==> src/rtl/free_preg_ctrl.sv <==
// rtl/free_preg_ctrl.sv - free physical-register queue controller and write-port arbiter
//
// Purpose:
//   Seeds the external free-preg queue after reset with every preg that is not
//   part of the reset architectural mapping. After seeding, it arbitrates the
//   queue's single write port between commit releases and squash-recovery
//   releases. It grants rename allocations from the queue head and tracks how
//   many entries the queue holds.
//
// Ports:
//   clk, rst_n                   clock, asynchronous active-low reset
//   alloc_req/alloc_gnt/alloc_preg   rename allocation (zero-latency grant from queue head)
//   rel_valid/rel_preg/rel_ready     commit-time release handshake
//   sq_start                     pulse that enters squash recovery
//   sq_valid/sq_preg/sq_last/sq_ready squash release stream
//   fq_w_en/fq_preg_in           queue write port
//   fq_r_en/fq_preg_out          queue pop and combinational head
//   fq_full/fq_empty             queue status
//   init_done, recovering        state indications
//   free_count                   number of entries currently in the queue

module free_preg_ctrl #(
    parameter int NUM_PREGS = 128,
    parameter int NUM_AREGS = 32,
    parameter int PREG_W    = 7
) (
    input  logic              clk,
    input  logic              rst_n,
    input  logic              alloc_req,
    output logic              alloc_gnt,
    output logic [PREG_W-1:0] alloc_preg,
    input  logic              rel_valid,
    input  logic [PREG_W-1:0] rel_preg,
    output logic              rel_ready,
    input  logic              sq_start,
    input  logic              sq_valid,
    input  logic [PREG_W-1:0] sq_preg,
    input  logic              sq_last,
    output logic              sq_ready,
    output logic              fq_w_en,
    output logic [PREG_W-1:0] fq_preg_in,
    output logic              fq_r_en,
    input  logic [PREG_W-1:0] fq_preg_out,
    input  logic              fq_full,
    input  logic              fq_empty,
    output logic              init_done,
    output logic              recovering,
    output logic [PREG_W:0]   free_count
);

    localparam logic [1:0] ST_INIT    = 2'd0;
    localparam logic [1:0] ST_RUN     = 2'd1;
    localparam logic [1:0] ST_RECOVER = 2'd2;

    localparam logic [PREG_W-1:0] SEED_FIRST = PREG_W'(NUM_AREGS);
    localparam logic [PREG_W-1:0] SEED_LAST  = PREG_W'(NUM_PREGS - 1);

    logic [1:0]        state;
    logic [1:0]        state_nxt;
    logic [PREG_W-1:0] seed_cnt;
    logic              rel_acc;
    logic              sq_acc;

    always_comb begin
        state_nxt  = state;
        alloc_gnt  = 1'b0;
        rel_ready  = 1'b0;
        sq_ready   = 1'b0;
        rel_acc    = 1'b0;
        sq_acc     = 1'b0;
        fq_w_en    = 1'b0;
        fq_preg_in = '0;
        case (state)
            ST_INIT: begin
                // Gated by rst_n so nothing is pushed while the queue is held in reset.
                fq_w_en    = rst_n;
                fq_preg_in = seed_cnt;
                if (seed_cnt == SEED_LAST) begin
                    state_nxt = ST_RUN;
                end
            end
            ST_RUN: begin
                // sq_start blocks the grant so no preg leaves the queue on the
                // cycle the pipeline begins unwinding.
                alloc_gnt  = alloc_req & ~fq_empty & ~sq_start;
                rel_ready  = ~fq_full;
                rel_acc    = rel_valid & rel_ready;
                fq_w_en    = rel_acc;
                fq_preg_in = rel_preg;
                if (sq_start) begin
                    state_nxt = ST_RECOVER;
                end
            end
            ST_RECOVER: begin
                sq_ready   = ~fq_full;
                sq_acc     = sq_valid & sq_ready;
                fq_w_en    = sq_acc;
                fq_preg_in = sq_preg;
                if (sq_acc && sq_last) begin
                    state_nxt = ST_RUN;
                end
            end
            default: begin
                state_nxt = ST_INIT;
            end
        endcase
    end

    assign fq_r_en    = alloc_gnt;
    // A released preg only reaches the tail, so the grant always returns the head.
    assign alloc_preg = fq_preg_out;
    assign init_done  = (state != ST_INIT);
    assign recovering = (state == ST_RECOVER);

    always_ff @(posedge clk or negedge rst_n) begin
        if (!rst_n) begin
            state      <= ST_INIT;
            seed_cnt   <= SEED_FIRST;
            free_count <= '0;
        end else begin
            state <= state_nxt;
            if (state == ST_INIT) begin
                seed_cnt <= seed_cnt + PREG_W'(1);
            end
            case ({fq_w_en, fq_r_en})
                2'b10:   free_count <= free_count + (PREG_W+1)'(1);
                2'b01:   free_count <= free_count - (PREG_W+1)'(1);
                default: free_count <= free_count;
            endcase
        end
    end

endmodule

==> config.mk <==
export PLATFORM = sky130hd
export DESIGN_NAME = free_preg_ctrl
export DESIGN_NICKNAME = d
export VERILOG_FILES = /design/src/rtl/free_preg_ctrl.sv
export SDC_FILE = /design/constraint.sdc
export NUM_CORES = 1
export LEC_CHECK = 0
export CAP_MARGIN = 0
export CORE_AREA = 2 2 60 57
export CTS_CLUSTER_DIAMETER = 40
export DETAILED_ROUTE_END_ITERATION = 8
export DIE_AREA = 0 0 62 59
export PLACE_DENSITY_LB_ADDON = 0.15
export SLEW_MARGIN = 0
export SYNTH_ARGS = -nofsm -noshare
export SYNTH_HDL_FRONTEND = slang
export SYNTH_SLANG_ARGS = --single-unit
==> constraint.sdc <==
create_clock -name clk -period 8.4 [get_ports clk]
set_clock_uncertainty 0.05 [all_clocks]
set_input_delay 2.1 -clock clk [delete_from_list [all_inputs] [get_ports clk]]
set_output_delay 2.1 -clock clk [all_outputs]
set_load 0.02 [all_outputs]
==> flow_summary.toml <==
[run_status]
status = "finished, final reports clean"

[synthesis]
netlist_instances = 142
synth_edf_count = 0
synth_area_leaders = "dfrtp_1 (31%), ha_1 (7.8%), mux2i_1 (7.8%)"
synth_top_family_by_area = "compound AO/OA/AOI/OAI gates"
synth_async_sr_flop_share_pct = 100
synth_top_area_share_pct = 31.3
synth_area_um2 = 1280
yosys.area_share.adder_pct = 9.38
synth_ff_type = "dfrtp_1"
synth_compound_area_share_pct = 17.9
syn_nets = 181
synth.avg_cell_area_um2 = 9.01
synthDistinctLibCells = 37
seq_area_frac_synth_pct = 33.3
synth_top_cell_by_area = "dfrtp_1"
muxShareOfSynthArea_pct = 8.70
yosys.area_share.simple_pct = 15.8
yosysWarnings = 0
synth_xor_area_share_pct = 6.84
ys_ff_latch = 17

[pwr]
comb_power_share_pct = 58.7
p_clk_share_pct = 8.4
switching_power_mw = 0.211
intPower_mw = 0.283
worst_ir_drop_vdd_v = 0.000181
leakage_nw = 0.714
switching_share_pct = 42.7
pwr-share-seq_pct = 32.9
p_per_area_nw_per_um2 = 285

[detailed_routing]
ant_nets = 0
drt_iter0_drc = 37
wl_um = 2830
drc = 0
avgRoutedWirePerCell_um = 12.8
via_count = 1135
avgViaCountPerCell = 5.14
firstDrtPassIters = 4

[floorplanning]
core_area_um2 = 2970
die_w_um = 62
fp-row-count = 19
dieArea_um2 = 3660
io-pin-count = 59
start_util_pct = 43.1
die_h_um = 59

[cells_and_area]
n_antenna_cell = 0
num-nets-final = 219
drive_gt1_share_pct = 5.59
syn_to_final_growth_pct = 35.3

[clock_network]
numCtsBuffers = 3
cts-htree-levels = 1
cts_resized = 0
clock_sink_count = 17
cts_setup_buffers = 0
clk_latency_ps = 280
cts_hold_buf = 0
root_buffer = "clkbuf_4"
clk_pin_slew_ps = 90
clockBufferDepth = 2
cts_tree = "done"

[critical_path]
cp_slowest_cell = "clkdlybuf4s50_1"
worstPathArrival_ps = 3760
path_cells = "clkdlybuf4s50_1 > nor4b_1 > clkdlybuf4s50_1"
crit_buf_inv = 2
cp-start-kind = "input pin"
crit_path_start = "sq_start"
cp_top_family = "buffers and inverters"
crit_type = "input pin to output port"
reg2reg_depth = 9
endpoint_kind = "output port"
path_max_fanout = 3
cpMostUsedCell = "clkdlybuf4s50_1"
crit_required_ps = 6250
crit_path_max_incr_delay_ps = 710
r2r_start = "state[0]$_DFFE_PN0P_"
cp.depth = 3

[global_route]
antenna_found_initial = 0
grt_max_degree = 19
grt_util_all_layers_pct = 16.7
global_route.overflow_total = 0
grt_first_pass_wirelength_um = 4600
grt_pass1_vias = 1038

[sta]
tns_ps = 0
min_period_ps = 5910
rsz0062_at_grt = "no"
worstMarginPinSlew_ps = 559
setup_viol = 0
slew_headroom_pct = 62.7
timing.hold.ws_ps = 476
slew_viol_final = 0
timing.final.hold_violations = 0
max_freq_mhz = 169
fin_crit_sh_pct = 70.4

[placement]
portBuffers = 44
place_congestion = 0.813
dpl.hpwl_um = 2280

[hold_path]
holdPathStages = 1
hp-start = "seed_cnt[6]$_DFFE_PN0N_"
hp-class = "register to register"

[job]
drv_cap = 0
[metal layers]
| metal | vias to the layer above | part of all wire [%] | global-route usage [%] |
|---|---|---|---|
| met4 | 0 | 0.85 | 4.56 |
| met2 | 39 | 45 | 25.6 |
| met3 | 4 | 6.9 | 4.37 |
| met5 | - | 0 | 0 |
| li1 | 571 | - | - |
| met1 | 521 | 47 | 23.3 |
[flip-flops by register name, summed over array words and instances, names as in the netlist]
signal	flops
free_count	8
seed_cnt	7
state	2
[Yosys cell counts, types with 2 or more instances]
master     n
o31ai_1    2
inv_1      6
clkbuf_1   3
ha_1       8
xor2_1     5
xnor2_1    5
mux2i_1   10
nor2_1     9
a211oi_1   2
o21bai_1   2
nor2b_1    2
buf_4      8
nand2b_1   2
dfrtp_1   16
nand2_1   18
o21a_1     4
nand4_1    3
nor3_1     3
a21oi_1    4
o21ai_0   12
a21o_1     2
[cells by family (layout without fill, tap and decap cells)]
logic type               after synthesis  count (layout)
adder cells (fa/ha/maj)                9               9
multiplexers                          11              11
XOR/XNOR                              10              10
AND/OR/NAND/NOR                       42              42
AO/OA/AOI/OAI                         34              34
buffers and inverters                 19              56
flip-flops                            17              17
[worst register-to-register path, stage by stage, from the launching register on]
cell,delay (ps)
dfrtp_1,710
nand2b_1,200
nor4b_1,530
ha_1,510
ha_1,350
a211oi_2,260
nor2_1,130
a31oi_1,250
mux2i_1,110
a32o_1,260
[per-stage QoR]
stage          power [mW]  util (%)  cells  setup WS [ps]  instance area [µm²]
2_1_floorplan       0.338         -    142           2920                 1280
3_3_place_gp        0.449      57.3    217           2490                 1700
3_5_place_dp        0.456      57.3    217           2450                 1700
4_1_cts             0.499      58.3    221           2450                 1730
5_1_grt             0.535      58.3    221           2330                 1730
6_report            0.494      58.3    221           2490                 1730
[power by group through the flow]
| stage | Sequential [mW] | Clock (mW) | Combinational [mW] |
|---|---|---|---|
| CTS | 0.163 | 0.0435 | 0.293 |
| global placement | 0.162 | 0 | 0.287 |
| floorplan | 0.167 | 0 | 0.171 |
| detailed placement | 0.164 | 0 | 0.292 |
| finish | 0.163 | 0.0417 | 0.290 |
| global route | 0.168 | 0.0477 | 0.319 |
[cell usage in the layout, fill, tap and decap left out, types with 3 or more instances in the layout]
| cell type | n |
|---|---|
| nor3_1 | 3 |
| inv_1 | 6 |
| mux2i_1 | 10 |
| clkbuf_4 | 3 |
| dfrtp_1 | 16 |
| nor2_1 | 9 |
| o21ai_0 | 12 |
| nand2_1 | 18 |
| a21oi_1 | 4 |
| clkdlybuf4s50_1 | 44 |
| nand4_1 | 3 |
| ha_1 | 8 |
| xor2_1 | 5 |
| xnor2_1 | 5 |
| o21a_1 | 4 |
[path summary, 6_finish.rpt]
kind / endpoint / slack, ps
hold reg to reg: seed_cnt[6]$_DFFE_PN0N_ / 480
min in group asynchronous: free_count[3]$_DFFE_PN0P_ / 2080
max in group asynchronous: seed_cnt[5]$_DFFE_PN1N_ / 5970
hold / removal: seed_cnt[6]$_DFFE_PN0N_ / 480
setup reg to reg: free_count[7]$_DFFE_PN0P_ / 4930
setup / recovery: alloc_gnt / 2490
[area by class of cell]
class / instances / area, µm²
clock buffers: 3 / 22.5
clock inverters: 1 / 5.00
fillers: 275 / 1240
inverters: 7 / 26.3
multi-input cells: 106 / 751
flip-flops and latches: 17 / 427
well taps: 42 / 52.6
repair buffers: 45 / 448
Power figures use the tool's default switching activity.
